--- src/rtl/bp_be_scoreboard_if.sv ---
// Issue/writeback bundle between the dispatch stage and the scoreboard.
// master: the issue stage. It drives the ISD candidate, the record qualifiers,
//         the long-op writebacks and flush, and it samples dispatch_v_o and
//         credits_o.
// slave : the scoreboard. It samples everything the master drives and
//         returns the hazard decision and the outstanding long-op count.
interface bp_be_scoreboard_if;
  logic       isd_v_i;
  logic       poison_i;
  logic       isd_irs1_v_i;
  logic       isd_irs2_v_i;
  logic       isd_frs1_v_i;
  logic       isd_frs2_v_i;
  logic       isd_frs3_v_i;
  logic [4:0] isd_rs1_addr_i;
  logic [4:0] isd_rs2_addr_i;
  logic [4:0] isd_rs3_addr_i;
  logic       isd_ird_w_v_i;
  logic       isd_frd_w_v_i;
  logic [4:0] isd_rd_addr_i;
  logic       isd_long_v_i;
  logic       isd_mem_v_i;
  logic       isd_fence_v_i;
  logic       iwb_v_i;
  logic [4:0] iwb_addr_i;
  logic       fwb_v_i;
  logic [4:0] fwb_addr_i;
  logic       flush_i;
  logic       dispatch_v_o;
  logic [3:0] credits_o;

  modport master (
    output isd_v_i, poison_i, isd_irs1_v_i, isd_irs2_v_i, isd_frs1_v_i,
           isd_frs2_v_i, isd_frs3_v_i, isd_rs1_addr_i, isd_rs2_addr_i,
           isd_rs3_addr_i, isd_ird_w_v_i, isd_frd_w_v_i, isd_rd_addr_i,
           isd_long_v_i, isd_mem_v_i, isd_fence_v_i, iwb_v_i, iwb_addr_i,
           fwb_v_i, fwb_addr_i, flush_i,
    input  dispatch_v_o, credits_o
  );

  modport slave (
    input  isd_v_i, poison_i, isd_irs1_v_i, isd_irs2_v_i, isd_frs1_v_i,
           isd_frs2_v_i, isd_frs3_v_i, isd_rs1_addr_i, isd_rs2_addr_i,
           isd_rs3_addr_i, isd_ird_w_v_i, isd_frd_w_v_i, isd_rd_addr_i,
           isd_long_v_i, isd_mem_v_i, isd_fence_v_i, iwb_v_i, iwb_addr_i,
           fwb_v_i, fwb_addr_i, flush_i,
    output dispatch_v_o, credits_o
  );
endinterface

--- src/rtl/bp_be_scoreboard.sv ---
// Back-end issue scoreboard. It tracks busy int/FP destinations of
// long-latency ops, a credit count of outstanding long ops, and a short pipe
// of in-flight load destinations. From these it decides whether the ISD
// candidate may dispatch.
// Ports: clk_i, reset_i (synchronous, active high);
//        sb_if (slave) carries the ISD candidate, the writebacks, flush_i,
//        dispatch_v_o (combinational) and credits_o (registered).

// Credit counter sanity checks. Any saturation means that issue or
// writeback bookkeeping upstream is broken.
module bp_be_scoreboard_chk (
  input logic clk_i,
  input logic reset_i,
  input logic underflow_i,
  input logic overflow_i
);
  // Flag credit underflow/overflow outside reset.
  always_ff @(posedge clk_i) begin
    if (!reset_i) begin
      assert (!underflow_i) else $error("credit counter underflow");
      assert (!overflow_i)  else $error("credit counter overflow");
    end
  end
endmodule

module bp_be_scoreboard #(
  parameter int long_credits_p = 4,
  parameter int mem_latency_p  = 2
) (
  input  logic              clk_i,
  input  logic              reset_i,
  bp_be_scoreboard_if.slave sb_if
);
  localparam logic        [3:0] max_credits_lp   = 4'(long_credits_p);
  localparam logic signed [5:0] max_credits_s_lp = 6'(long_credits_p);

  logic [31:0] ibusy_q, ibusy_d, fbusy_q, fbusy_d;
  logic [3:0]  credits_q, credits_d;
  logic [mem_latency_p-1:0]      pipe_v_q, pipe_v_d, pipe_fp_q, pipe_fp_d;
  logic [mem_latency_p-1:0][4:0] pipe_addr_q, pipe_addr_d;

  logic rec_s, long_rec_s, mem_rec_s;
  logic signed [5:0] cred_sum_s;
  logic underflow_s, overflow_s;
  logic [mem_latency_p:0]      ext_v_s, ext_fp_s;
  logic [mem_latency_p:0][4:0] ext_addr_s;
  logic [31:0] iacc_s [mem_latency_p+1];
  logic [31:0] facc_s [mem_latency_p+1];
  logic [31:0] ihaz_s, fhaz_s;
  logic src_haz_s, struct_haz_s, fence_haz_s;

  assign rec_s      = sb_if.isd_v_i & ~sb_if.poison_i;
  assign long_rec_s = rec_s & sb_if.isd_long_v_i;
  assign mem_rec_s  = rec_s & sb_if.isd_mem_v_i & (sb_if.isd_ird_w_v_i | sb_if.isd_frd_w_v_i);

  // Credit update: net -2..+1 per cycle, saturated at both ends.
  always_comb begin
    cred_sum_s = $signed({2'b00, credits_q})
               + $signed({5'b00000, long_rec_s})
               - $signed({5'b00000, sb_if.iwb_v_i})
               - $signed({5'b00000, sb_if.fwb_v_i});
    underflow_s = (cred_sum_s < 6'sd0);
    overflow_s  = (cred_sum_s > max_credits_s_lp);
    if (underflow_s) begin
      credits_d = 4'd0;
    end else if (overflow_s) begin
      credits_d = max_credits_lp;
    end else begin
      credits_d = cred_sum_s[3:0];
    end
  end

  // Busy vectors: clear on writeback first, then set on long record so that
  // a same-cycle set of the same register wins.
  always_comb begin
    ibusy_d = ibusy_q;
    fbusy_d = fbusy_q;
    ibusy_d[sb_if.iwb_addr_i] = ibusy_q[sb_if.iwb_addr_i] & ~sb_if.iwb_v_i;
    fbusy_d[sb_if.fwb_addr_i] = fbusy_q[sb_if.fwb_addr_i] & ~sb_if.fwb_v_i;
    ibusy_d[sb_if.isd_rd_addr_i] = ibusy_d[sb_if.isd_rd_addr_i] | (long_rec_s & sb_if.isd_ird_w_v_i);
    fbusy_d[sb_if.isd_rd_addr_i] = fbusy_d[sb_if.isd_rd_addr_i] | (long_rec_s & sb_if.isd_frd_w_v_i);
    ibusy_d[0] = 1'b0;
  end

  // Load pipe: the new entry goes in at the bottom, the top stage falls off.
  // Flush kills every stage, the incoming entry included.
  always_comb begin
    ext_v_s     = {pipe_v_q, mem_rec_s};
    ext_fp_s    = {pipe_fp_q, sb_if.isd_frd_w_v_i};
    ext_addr_s  = {pipe_addr_q, sb_if.isd_rd_addr_i};
    pipe_v_d    = sb_if.flush_i ? {mem_latency_p{1'b0}} : ext_v_s[mem_latency_p-1:0];
    pipe_fp_d   = ext_fp_s[mem_latency_p-1:0];
    pipe_addr_d = ext_addr_s[mem_latency_p-1:0];
  end

  // Per-stage decode of the load destinations, OR-accumulated into register masks.
  assign iacc_s[0] = 32'b0;
  assign facc_s[0] = 32'b0;
  for (genvar g = 0; g < mem_latency_p; g++) begin : g_pipe_hit
    assign iacc_s[g+1] = iacc_s[g] | ({31'b0, pipe_v_q[g] & ~pipe_fp_q[g]} << pipe_addr_q[g]);
    assign facc_s[g+1] = facc_s[g] | ({31'b0, pipe_v_q[g] &  pipe_fp_q[g]} << pipe_addr_q[g]);
  end

  // Hazard detection from registered state only; a writeback does not bypass.
  always_comb begin
    ihaz_s = (ibusy_q | iacc_s[mem_latency_p]) & 32'hFFFF_FFFE;
    fhaz_s = fbusy_q | facc_s[mem_latency_p];
    src_haz_s = (sb_if.isd_irs1_v_i & ihaz_s[sb_if.isd_rs1_addr_i])
              | (sb_if.isd_irs2_v_i & ihaz_s[sb_if.isd_rs2_addr_i])
              | (sb_if.isd_frs1_v_i & fhaz_s[sb_if.isd_rs1_addr_i])
              | (sb_if.isd_frs2_v_i & fhaz_s[sb_if.isd_rs2_addr_i])
              | (sb_if.isd_frs3_v_i & fhaz_s[sb_if.isd_rs3_addr_i]);
    struct_haz_s = sb_if.isd_long_v_i & (credits_q == max_credits_lp);
    fence_haz_s  = sb_if.isd_fence_v_i & ((credits_q != 4'd0) | (|pipe_v_q));
  end

  assign sb_if.dispatch_v_o = ~(src_haz_s | struct_haz_s | fence_haz_s);
  assign sb_if.credits_o    = credits_q;

  // State registers; reset overrides every same-cycle update.
  always_ff @(posedge clk_i) begin
    if (reset_i) begin
      ibusy_q     <= 32'b0;
      fbusy_q     <= 32'b0;
      credits_q   <= 4'd0;
      pipe_v_q    <= {mem_latency_p{1'b0}};
      pipe_fp_q   <= {mem_latency_p{1'b0}};
      pipe_addr_q <= '0;
    end else begin
      ibusy_q     <= ibusy_d;
      fbusy_q     <= fbusy_d;
      credits_q   <= credits_d;
      pipe_v_q    <= pipe_v_d;
      pipe_fp_q   <= pipe_fp_d;
      pipe_addr_q <= pipe_addr_d;
    end
  end

  bp_be_scoreboard_chk u_chk (
    .clk_i       (clk_i),
    .reset_i     (reset_i),
    .underflow_i (underflow_s),
    .overflow_i  (overflow_s)
  );
endmodule

--- src/flat_wrapper.sv ---
// flat-port wrapper written by rule: the top's interface ports become plain ports
module bp_be_scoreboard_flat 
#(
  parameter int long_credits_p = 4,
  parameter int mem_latency_p  = 2
)
  (clk_i, reset_i, sb_if_isd_v_i, sb_if_poison_i, sb_if_isd_irs1_v_i, sb_if_isd_irs2_v_i, sb_if_isd_frs1_v_i, sb_if_isd_frs2_v_i, sb_if_isd_frs3_v_i, sb_if_isd_rs1_addr_i, sb_if_isd_rs2_addr_i, sb_if_isd_rs3_addr_i, sb_if_isd_ird_w_v_i, sb_if_isd_frd_w_v_i, sb_if_isd_rd_addr_i, sb_if_isd_long_v_i, sb_if_isd_mem_v_i, sb_if_isd_fence_v_i, sb_if_iwb_v_i, sb_if_iwb_addr_i, sb_if_fwb_v_i, sb_if_fwb_addr_i, sb_if_flush_i, sb_if_dispatch_v_o, sb_if_credits_o);
  bp_be_scoreboard_if sb_if_i ();
  input  logic clk_i;
  input  logic reset_i;
  input wire logic [$bits(sb_if_i.isd_v_i)-1:0] sb_if_isd_v_i;
  input wire logic [$bits(sb_if_i.poison_i)-1:0] sb_if_poison_i;
  input wire logic [$bits(sb_if_i.isd_irs1_v_i)-1:0] sb_if_isd_irs1_v_i;
  input wire logic [$bits(sb_if_i.isd_irs2_v_i)-1:0] sb_if_isd_irs2_v_i;
  input wire logic [$bits(sb_if_i.isd_frs1_v_i)-1:0] sb_if_isd_frs1_v_i;
  input wire logic [$bits(sb_if_i.isd_frs2_v_i)-1:0] sb_if_isd_frs2_v_i;
  input wire logic [$bits(sb_if_i.isd_frs3_v_i)-1:0] sb_if_isd_frs3_v_i;
  input wire logic [$bits(sb_if_i.isd_rs1_addr_i)-1:0] sb_if_isd_rs1_addr_i;
  input wire logic [$bits(sb_if_i.isd_rs2_addr_i)-1:0] sb_if_isd_rs2_addr_i;
  input wire logic [$bits(sb_if_i.isd_rs3_addr_i)-1:0] sb_if_isd_rs3_addr_i;
  input wire logic [$bits(sb_if_i.isd_ird_w_v_i)-1:0] sb_if_isd_ird_w_v_i;
  input wire logic [$bits(sb_if_i.isd_frd_w_v_i)-1:0] sb_if_isd_frd_w_v_i;
  input wire logic [$bits(sb_if_i.isd_rd_addr_i)-1:0] sb_if_isd_rd_addr_i;
  input wire logic [$bits(sb_if_i.isd_long_v_i)-1:0] sb_if_isd_long_v_i;
  input wire logic [$bits(sb_if_i.isd_mem_v_i)-1:0] sb_if_isd_mem_v_i;
  input wire logic [$bits(sb_if_i.isd_fence_v_i)-1:0] sb_if_isd_fence_v_i;
  input wire logic [$bits(sb_if_i.iwb_v_i)-1:0] sb_if_iwb_v_i;
  input wire logic [$bits(sb_if_i.iwb_addr_i)-1:0] sb_if_iwb_addr_i;
  input wire logic [$bits(sb_if_i.fwb_v_i)-1:0] sb_if_fwb_v_i;
  input wire logic [$bits(sb_if_i.fwb_addr_i)-1:0] sb_if_fwb_addr_i;
  input wire logic [$bits(sb_if_i.flush_i)-1:0] sb_if_flush_i;
  output wire logic [$bits(sb_if_i.dispatch_v_o)-1:0] sb_if_dispatch_v_o;
  output wire logic [$bits(sb_if_i.credits_o)-1:0] sb_if_credits_o;
  assign sb_if_i.isd_v_i = sb_if_isd_v_i;
  assign sb_if_i.poison_i = sb_if_poison_i;
  assign sb_if_i.isd_irs1_v_i = sb_if_isd_irs1_v_i;
  assign sb_if_i.isd_irs2_v_i = sb_if_isd_irs2_v_i;
  assign sb_if_i.isd_frs1_v_i = sb_if_isd_frs1_v_i;
  assign sb_if_i.isd_frs2_v_i = sb_if_isd_frs2_v_i;
  assign sb_if_i.isd_frs3_v_i = sb_if_isd_frs3_v_i;
  assign sb_if_i.isd_rs1_addr_i = sb_if_isd_rs1_addr_i;
  assign sb_if_i.isd_rs2_addr_i = sb_if_isd_rs2_addr_i;
  assign sb_if_i.isd_rs3_addr_i = sb_if_isd_rs3_addr_i;
  assign sb_if_i.isd_ird_w_v_i = sb_if_isd_ird_w_v_i;
  assign sb_if_i.isd_frd_w_v_i = sb_if_isd_frd_w_v_i;
  assign sb_if_i.isd_rd_addr_i = sb_if_isd_rd_addr_i;
  assign sb_if_i.isd_long_v_i = sb_if_isd_long_v_i;
  assign sb_if_i.isd_mem_v_i = sb_if_isd_mem_v_i;
  assign sb_if_i.isd_fence_v_i = sb_if_isd_fence_v_i;
  assign sb_if_i.iwb_v_i = sb_if_iwb_v_i;
  assign sb_if_i.iwb_addr_i = sb_if_iwb_addr_i;
  assign sb_if_i.fwb_v_i = sb_if_fwb_v_i;
  assign sb_if_i.fwb_addr_i = sb_if_fwb_addr_i;
  assign sb_if_i.flush_i = sb_if_flush_i;
  assign sb_if_dispatch_v_o = sb_if_i.dispatch_v_o;
  assign sb_if_credits_o = sb_if_i.credits_o;
  bp_be_scoreboard #(.long_credits_p(long_credits_p), .mem_latency_p(mem_latency_p)) u_core (.clk_i(clk_i), .reset_i(reset_i), .sb_if(sb_if_i));
endmodule
--- config.mk ---
export PLATFORM = sky130hd
export DESIGN_NAME = bp_be_scoreboard_flat
export DESIGN_NICKNAME = d
export VERILOG_FILES = /design/src/rtl/bp_be_scoreboard_if.sv /design/src/rtl/bp_be_scoreboard.sv /design/src/flat_wrapper.sv
export SDC_FILE = /design/constraint.sdc
export NUM_CORES = 1
export LEC_CHECK = 0
export BUFFER_PORTS_ARGS = -buffer_cell sky130_fd_sc_hd__buf_4
export CELL_PAD_IN_SITES_DETAIL_PLACEMENT = 0
export CELL_PAD_IN_SITES_GLOBAL_PLACEMENT = 1
export CORE_MARGIN = 4
export CORE_UTILIZATION = 45
export CTS_CLUSTER_DIAMETER = 40
export DETAILED_ROUTE_END_ITERATION = 16
export GPL_TIMING_DRIVEN = 0
export PLACE_DENSITY_LB_ADDON = 0.1
export SLEW_MARGIN = 20
export SYNTH_ARGS = -nofsm -noshare
export SYNTH_HDL_FRONTEND = slang
export SYNTH_SLANG_ARGS = --single-unit
export TNS_END_PERCENT = 1
--- constraint.sdc ---
create_clock -name clk_i -period 3 [get_ports clk_i]
set_input_delay 0.3 -clock clk_i [delete_from_list [all_inputs] [get_ports clk_i]]
set_output_delay 0.3 -clock clk_i [all_outputs]
set_load 0.01 [all_outputs]
-- After elaboration in Yosys (flattened, before gate mapping)
Index checks and enable logic that the tools add are counted.
W data, S select, Z words.
- flip-flop bits (word level): 82
- output and inout bits: 5
- logic and storage cells: 104
- add/subtract/negate cells: 3
- $lt $le $gt $ge: 11
- equality and inequality tests: 1
- shift operators: 4
- mux-type cells: 29
- bitwise gates (word level): 39
- reductions and logical operators: 8
- operator list (cell ; number):
    $bwmux W32 ; 4
    $or A32 B32 Y32 ; 4
    $shl A1 B5 Y32 ; 4
    $bmux W1 S5 ; 9
    $lt A5 B6 Y1 const B ; 6
    $and A1 B1 Y1 ; 19
    $demux W1 S5 ; 3
    $ge A5 B1 Y1 const B ; 3
    $mux W1 ; 12
    $sub A6 B2 Y6 ; 2
    $or A1 B1 Y1 ; 10
    $gt A6 B4 Y1 const B ; 1
    $lt A6 B1 Y1 const B ; 1
    $not A1 Y1 ; 6
    $reduce_or A2 Y1 ; 3
    $add A4 B1 Y5 ; 1
    $eq A4 B3 Y1 const B ; 1
    $reduce_bool A4 Y1 ; 1
    $logic_and A1 B1 Y1 ; 3
    $mux W3 ; 1
    $reduce_or A3 Y1 ; 1

-- Longest topological paths before layout
Gate-level depths: netlist of run 1.
- depth after elaboration: 15
- gate-level depth with buffers: 12

-- Least setup slack after synthesis of run 1
Ideal clock, no wire load.
- kind: flip-flop to output port
- start point: register u_core.pipe_addr_q, in the netlist u_core.ext_addr_s[12]
- end point: output sb_if_dispatch_v_o
- arrival time: 2.519 ns
- data required time: 2.700 ns
- setup slack: 0.181 ns
- stages on the path, launching flop included: 11
- cell sequence: dfxtp_1 > buf_2 > and3b_1 > buf_2 > and3_1 > a211oi_1 > mux4_2 > mux2_2 > o22ai_1 > or4_1 > nor4_1
- word-level cells in the longest chain between the ends: 13
- ends and longest elaborated chain (what ; RTL line ; source):
    start: declaration ; bp_be_scoreboard.sv:40 ; logic [mem_latency_p-1:0][4:0] pipe_addr_q, pipe_addr_d;
    start signal: assignment ; bp_be_scoreboard.sv:135 ; pipe_addr_q <= pipe_addr_d;
    $shl A1 B5 Y32 ; bp_be_scoreboard.sv:100 ; assign iacc_s[g+1] = iacc_s[g] | ({31'b0, pipe_v_q[g] & ~pipe_fp_q[g]} << pipe_addr_q[g]);
    $or A32 B32 Y32 ; bp_be_scoreboard.sv:100 ;
    $or A32 B32 Y32 ; bp_be_scoreboard.sv:106 ; ihaz_s = (ibusy_q | iacc_s[mem_latency_p]) & 32'hFFFF_FFFE;
    $bmux W1 S5, on equally long branches ; bp_be_scoreboard.sv:108, bp_be_scoreboard.sv:109 ;
    $mux W1, on equally long branches ; bp_be_scoreboard.sv:108, bp_be_scoreboard.sv:109 ;
    $and A1 B1 Y1, on equally long branches ; bp_be_scoreboard.sv:108, bp_be_scoreboard.sv:109 ;
    $or A1 B1 Y1 ; bp_be_scoreboard.sv:109 ; | (sb_if.isd_irs2_v_i & ihaz_s[sb_if.isd_rs2_addr_i])
    $or A1 B1 Y1 ; bp_be_scoreboard.sv:110 ; | (sb_if.isd_frs1_v_i & fhaz_s[sb_if.isd_rs1_addr_i])
    $or A1 B1 Y1 ; bp_be_scoreboard.sv:111 ; | (sb_if.isd_frs2_v_i & fhaz_s[sb_if.isd_rs2_addr_i])
    $or A1 B1 Y1 * ; bp_be_scoreboard.sv:112 ; | (sb_if.isd_frs3_v_i & fhaz_s[sb_if.isd_rs3_addr_i]);
    $or A1 B1 Y1 * (2 in a row) ; bp_be_scoreboard.sv:117 ; assign sb_if.dispatch_v_o = ~(src_haz_s | struct_haz_s | fence_haz_s);
    $not A1 Y1 * ; bp_be_scoreboard.sv:117 ;
    end: declaration ; flat_wrapper.sv:32 ; output wire logic [$bits(sb_if_i.dispatch_v_o)-1:0] sb_if_dispatch_v_o;
Every way passes the cells marked *; elsewhere a longest branch is shown, timed or not. The select of a mux whose other input is x is not followed.

-- Final worst setup path of run 1
- start point: register u_core.pipe_addr_q, in the netlist u_core.ext_addr_s[7]
- end point: output sb_if_dispatch_v_o
Same word-level chain as after synthesis.

==> summary.txt, run 1 <==
Floorplanning
  • Num ports: 52
  • Die area: ~0.022 mm^2
  • Die Width: about 150 um
  • Chip height: 147.5 um
  • Core box area: 0.01889 mm^2
  • # rows: 50
  • Starting density of the core: a little under half

Detailed routing
  • Post-route ant nets: 0
  • Final wirelength: between 40000 and 50000 um
  • Vias: around 11000
  • Starting DRC count in detailed routing: between 1500 and 2000
  • WL/cell: a little under 30 um
  • Via density per instance: 7.295
  • Residual DRC count: 0
  • Drt pass-1 iters: 6

Timing
  • Normalized max-slew margin: a little under half
  • Clock skew: 0.01324 ns
  • WHS: about 0.096 ns
  • Post-layout min period: approximately 3.5 ns
  • RSZ-0062 raised after global routing: yes
  • Hold Fails Final Rpt: 0
  • Final setup fails: 4
  • Max Fclk: 0.2882 GHz
  • Max Slew Vio Count: 0
  • Final TNS setup: -0.5084 ns
  • Setup slack after layout: -0.4694 ns
  • Measured slew at the worst slew-check pin: between 0.7 and 0.8 ns
  • Fin crit share: 115.6%

Worst setup path
  • CP Capture Type: output port
  • CP Max Fanout: 10
  • Startpoint types: flop
  • CP required: about 2.7 ns
  • Critical Path AT: about 3.2 ns
  • Critical path type: reg2out

Yosys
  • Average size of a mapped cell: 7.653 um^2
  • Mapped Area: 0.008755 mm^2
  • Synth Flop Type: dfxtp_1
  • Yosys reg bits: ~80
  • EDFF count, synth: 0
  • Syn Nets: 1195
  • Synth Instances: about 1100
  • Post-synthesis sequential area ratio: between 10% and 20%
  • Synth warnings: 0
  • Netlist cell types: 90
  • Ys async rst share: 0%

Clocking
  • Post-CTS Hold Buffers: 0
  • CTS Buffer Depth: 2
  • Cts bufs inserted: 9
  • Sink Count: a little over 80
  • Clk slew on worst S/H paths: around 0.070 ns
  • Skew-Pair Late Insertion Delay: around 0.36 ns
  • H-Tree Depth: 3
  • TritonCTS clock tree: yes
  • Clock root buffer: clkbuf_16

Global route
  • Antenna violations before repair: 0
  • All-Layer GR Usage: between 30% and 40%
  • Vias in the first global route: 9744
  • Global-route wire length before repair: 61910 um
  • Grt ovf: 0
  • Pin count of the biggest net entering global routing: 16

Placement
  • Place WS: -0.6013 ns
  • IO Port Bufs: 38
  • Placed instance area: around 0.0094 mm^2
  • GPL Wtd Cong: between 1 and 1.5
  • Dpl hpwl: ~33000 um

Cells and area
  • Multi-input logic area: 0.007214 mm^2
  • Sequential Area: 0.001662 mm^2
  • Finished Cell Area: 0.01061 mm^2
  • NumNets Final: about 1300
  • Fillers: 1865
  • ANT cells: 0
  • Layout cells sized above 1: 22.57%
  • Area Growth Syn to Fin: 21.24%

Power
  • Power per Cell Area: 308.5 mW/mm^2
  • Peak supply drop: roughly 0.00027 V
  • P_leak: about 3.3 nW

Run status
  • Status: finished, violations left
  • Failing checks: negative setup slack

Job
  • Max_cap viols: 0

Hold path
  • Worst Hold Class: in2reg
where the power goes:
| group | leakage, nW | switching (mW) | internal, mW |
|---|---|---|---|
| registers | 0.667 | 0.0565 | 1.10 |
| clock network | 0.153 | 0.513 | 0.737 |
| logic | 2.52 | 0.548 | 0.315 |
| total | 3.34 | 1.12 | 2.16 |
area by class of cell:
class / count / share of cell area, %
multi-input cells: 929 / 67.97
flip-flops and latches: 81 / 15.65
plain buffers: 111 / 6.059
repair buffers: 50 / 3.536
well taps: 260 / 3.065
clock buffers: 9 / 2.122
clock inverters: 7 / 0.9549
inverters: 18 / 0.6366
synthesized netlist by cell type, types with 26 or more instances:
master / instances / area share, %
a221oi_1: 35 / 3.5
o21ai_0: 66 / 3.8
buf_2: 28 / 1.6
nor2b_1: 26 / 1.9
dfxtp_1: 81 / 19
nand2_1: 84 / 3.6
clkbuf_1: 74 / 3.2
nor3_1: 27 / 1.5
nand3_1: 32 / 1.8
nor2_1: 111 / 4.8
mux2i_1: 44 / 5.0
a211oi_1: 79 / 6.8
a21oi_1: 35 / 2.0
state kept, by name (all words and copies together), names as in the netlist:
register / count
u_core.ext_addr_s: 10
u_core.fbusy_q: 32
u_core.ibusy_q: 31
u_core.pipe_v_q: 2
u_core.pipe_fp_q: 2
u_core.sb_if.credits_o: 4
critical path, cell delays in order, from the launching register on:
cell and delay [ns]:
dfxtp_2 0.38, and3b_2 0.33, clkbuf_4 0.26, a211oi_2 0.14
buf_4 0.16, mux4_2 0.49, a2111oi_1 0.51, a31oi_1 0.16
nand4_1 0.18, nor4_4 0.05, buf_4 0.15
layer usage:
metal	track usage (%)	up-vias	routed length, um
met5	0	-	0
met1	48.80	5072	16830
met2	59.93	799	19090
met4	18.50	0	2485
li1	-	4663	-
met3	5.181	153	4122
cell usage in the layout (no fill, tap or decap), types with 8 or more instances in the layout:
master / synthesis / routed
nor4_1: 15 / 10
nand2b_1: 17 / 17
nor3_1: 27 / 25
o21ai_0: 66 / 65
buf_2: 28 / 24
nor3b_1: 14 / 11
mux2i_1: 44 / 44
a221oi_4: 0 / 12
nor2_1: 111 / 110
a221oi_1: 35 / 12
a211oi_1: 79 / 71
nand2_1: 84 / 84
a211oi_2: 1 / 9
o311a_1: 17 / 17
mux2_2: 10 / 9
nand4_1: 10 / 10
nand3b_1: 14 / 14
mux4_2: 20 / 20
dfxtp_1: 81 / 63
inv_1: 15 / 15
a311oi_1: 12 / 9
o2111ai_1: 20 / 20
a31oi_1: 17 / 16
o31ai_1: 11 / 11
a21oi_1: 35 / 32
clkbuf_1: 74 / 54
a221oi_2: 0 / 11
buf_4: 2 / 54
nand3_1: 32 / 31
buf_6: 5 / 8
clkbuf_16: 0 / 9
nor2b_1: 26 / 25
o22ai_1: 16 / 16
a22oi_1: 8 / 8
dfxtp_2: 0 / 11
or3_1: 13 / 13
repair_timing:
action                     4_1_cts  5_1_grt
setup endpoints to repair       32       57
gates resized for setup        114       82
setup buffers                    7        5
pin swaps                       11       16
per-stage QoR:
stage / power [mW] / instances / util (%)
6_report: 3.274 / 1465 / 56.18
5_1_grt: 3.359 / 1465 / 56.18
4_1_cts: 3.215 / 1460 / 54.30
3_5_place_dp: 1.943 / 1442 / 49.57
3_3_place_gp: 1.944 / 1442 / 49.57
2_1_floorplan: 1.657 / 1144 / -
cell families (layout without fill, tap and decap cells):
logic type / Yosys count / in the layout / synth area share (%)
buf+inv: 134 / 195 / 6.688
simple gates: 448 / 448 / 28.37
xor+xnor: 9 / 9 / 0.9003
other cells: 1 / 1 / 0.04283
compound gates: 393 / 393 / 33.36
flops: 81 / 81 / 18.52
fa+ha+maj: 4 / 4 / 0.6575
mux: 74 / 74 / 11.46
path summary, 6_finish.rpt:
check | from | endpoint | slack [ns] | depth (start not counted)
max | u_core.ext_addr_s[7]$_SDFF_PP0_ | sb_if_dispatch_v_o | -0.47 | 10
min reg2reg | u_core.fbusy_q[2]$_SDFF_PP0_ | u_core.fbusy_q[2]$_SDFF_PP0_ | 0.53 | 2
max reg2reg | u_core.ibusy_q[14]$_SDFF_PP0_ | u_core.ibusy_q[2]$_SDFF_PP0_ | 0.02 | 8
min | sb_if_flush_i | u_core.pipe_v_q[0]$_SDFF_PP0_ | 0.1 | 2
(Power assumes the default switching activity.)
==> run 2, diff against run 1 <==
--- a/config.mk
+++ b/config.mk
@@ -9,8 +9,7 @@
 export CELL_PAD_IN_SITES_DETAIL_PLACEMENT = 0
 export CELL_PAD_IN_SITES_GLOBAL_PLACEMENT = 1
 export CORE_MARGIN = 4
-export CORE_UTILIZATION = 45
-export CTS_CLUSTER_DIAMETER = 40
+export CORE_UTILIZATION = 42
 export DETAILED_ROUTE_END_ITERATION = 16
 export GPL_TIMING_DRIVEN = 0
 export PLACE_DENSITY_LB_ADDON = 0.1
==> constraint.sdc (replaced) <==
create_clock -name clk_i -period 3.1 [get_ports clk_i]
set_input_delay 0.31 -clock clk_i [delete_from_list [all_inputs] [get_ports clk_i]]
set_output_delay 0.31 -clock clk_i [all_outputs]
set_load 0.01 [all_outputs]
==> run 2 against run 1 <==
  * The flow still finishes with violations (negative setup slack)
  * Die area is 6.7% higher
  * Clock power is 4% lower
  * Global-route usage is 1.6 points lower
  * Critical path type unchanged
  * Largest cell class unchanged
  * Largest power group unchanged
  * Highest routed layer is now met5
==> summary.txt, run 2 (synthesis gave the netlist of run 1 again) <==
Run status
  • Status: finished, violations left
  • Failing checks: negative setup slack

Power
  • Power per Cell Area: 298.0 mW/mm^2
  • Peak supply drop: between 0.0002 and 0.00025 V
  • Power after layout: 3.163 mW
  • P_leak: between 3 and 4 nW

Global route
  • Antenna violations before repair: 1
  • All-Layer GR Usage: between 30% and 40%
  • Pin count of the biggest net entering global routing: 15
  • Grt ovf: 0
  • Vias in the first global route: between 9000 and 10000
  • Global-route wire length before repair: around 64000 um

Cells and area
  • Non-Filler Instances: between 1000 and 1500
  • Layout cells sized above 1: about 21%
  • ANT cells: 0
  • Fillers: 2048
  • Area Growth Syn to Fin: 21.25%
  • Commonest non-fill, non-tap cell in the layout: nor2_1
  • Max reg flops: 32
  • Largest register by flop count: u_core.fbusy_q
  • Commonest cells after routing, fill and taps aside: 110 x nor2_1, 82 x nand2_1, 73 x a211oi_1
  • NumNets Final: 1260

Timing
  • Normalized max-slew margin: between 40 and 50%
  • Post-layout min period: ~3.4 ns
  • Hold Fails Final Rpt: 0
  • Fin crit share: 109.3%
  • Clock skew: approximately 0.011 ns
  • WHS: around 0.11 ns
  • Measured slew at the worst slew-check pin: slightly below 0.9 ns
  • Max Slew Vio Count: 0
  • Final setup fails: 31
  • Setup slack after layout: -0.2878 ns
  • Max Fclk: ~0.3 GHz
  • RSZ-0062 raised after global routing: yes

Detailed routing
  • WL/cell: slightly below 30 um
  • Final wirelength: 43250 um
  • Residual DRC count: 0
  • Post-route ant nets: 0
  • Starting DRC count in detailed routing: approximately 1300
  • Drt pass-1 iters: 5
  • Via density per instance: just over 7
  • Vias: between 10000 and 15000

Worst setup path
  • CP Capture Type: output port
  • Worst path max stage delay: between 0.5 and 0.6 ns
  • CP top delay family: simple AND/OR/NAND/NOR gates
  • Critical Path AT: between 3 and 4 ns
  • CP Max Fanout: 10
  • Worst path depth: 9
  • CP required: around 2.8 ns
  • Critical-path top delay cell: or4_1
  • Most numerous cell on the critical path: buf_4
  • Crit-path cells: nor3b_2 -> buf_4 -> a221oi_2 -> nand2_1 -> a311oi_2 -> o22ai_1 -> or4_1 -> nor4_1 -> buf_4
  • Startpoint types: flop
  • Buffers plus inverters on the worst setup path: 2
  • R2R depth: 8
  • Critical path type: reg2out

Job
  • Max_cap viols: 0

Floorplanning
  • Chip height: between 150 and 200 um
  • # rows: between 50 and 60
  • Die Width: approximately 150 um
  • Num ports: 52
  • Core box area: 0.02036 mm^2
  • Die area: between 0.02 and 0.025 mm^2
  • Starting density of the core: 42.99%

Clocking
  • Cts bufs inserted: 9
  • Clk slew on worst S/H paths: ~0.070 ns
  • Sink Count: 81
  • CTS Buffer Depth: 2
  • H-Tree Depth: 3
  • Skew-Pair Late Insertion Delay: about 0.35 ns
  • Clock root buffer: clkbuf_16
  • TritonCTS clock tree: yes

Placement
  • IO Port Bufs: 38
  • Dpl hpwl: 33750 um
  • Dpl cells: 1452
  • GPL Wtd Cong: 1.034

Hold path
  • Min-Delay Path Depth: 2
  • Worst Hold Class: in2reg
## run 2: cell count changes in the layout (fill, tap and decap cells not counted), sizes merged
cell / before / now
buf: 94 / 99
clkbuf: 76 / 81
inv: 18 / 17
clkinv: 3 / 2
clkinvlp: 2 / 3
## run 2: power breakdown
group | total (mW) | switching, mW | internal, mW
sequential | 1.12 | 0.0533 | 1.07
clock | 1.20 | 0.494 | 0.710
combinational | 0.834 | 0.532 | 0.302
total | 3.16 | 1.08 | 2.08
## run 2: metal layers
layer	part of all wire [%]	vias up	GRT usage, %
met1	41	5097	46.95
met3	8.7	153	5.283
li1	-	4681	-
met5	0.032	-	0
met2	44	708	55.82
met4	6.7	2	19.39
## run 2: final timing paths
path,slack (ns),endpoint,startpoint
worst max-delay path,-0.29,sb_if_dispatch_v_o,u_core.pipe_v_q[0]$_SDFF_PP0_
worst min register to register,0.54,u_core.ext_addr_s[12]$_SDFF_PP0_,u_core.ext_addr_s[7]$_SDFF_PP0_
worst min-delay path,0.11,u_core.pipe_v_q[0]$_SDFF_PP0_,sb_if_flush_i
worst max register to register,0.02,u_core.ibusy_q[23]$_SDFF_PP0_,u_core.ibusy_q[19]$_SDFF_PP0_
## run 2: final cells by class
| class | count | area, um^2 | area share, % |
|---|---|---|---|
| flip-flops and latches | 81 | 1647 | 15.51 |
| plain buffers | 111 | 669.4 | 6.306 |
| clock inverters | 6 | 91.34 | 0.8604 |
| well taps | 270 | 337.8 | 3.182 |
| multi-input cells | 929 | 7114 | 67.02 |
| inverters | 18 | 67.56 | 0.6365 |
| clock buffers | 10 | 229.0 | 2.157 |
| repair buffers | 59 | 459.2 | 4.326 |
## run 2: what timing repair did
action | in CTS | in global routing
endpoints found under the setup margin | 19 | 42
resized for setup | 149 | 14
endpoints found under the hold margin | 0 | 0
pin swaps | 21 | 5
gates cloned | 0 | 0
buffers inserted | 19 | 2
hold buffers | 0 | 0
## run 2: metrics by stage
step	setup slack [ns]	TNS, ns	utilization [%]	cell area [um^2]
floorplan	0.2714	0	-	8755
global placement	-0.5637	-17.37	46.05	9378
detailed placement	-0.4619	-16.36	46.05	9378
CTS	-0.1812	-0.1812	51.69	10530
global route	-0.3240	-4.681	52.13	10620
finish	-0.2878	-2.365	52.13	10620
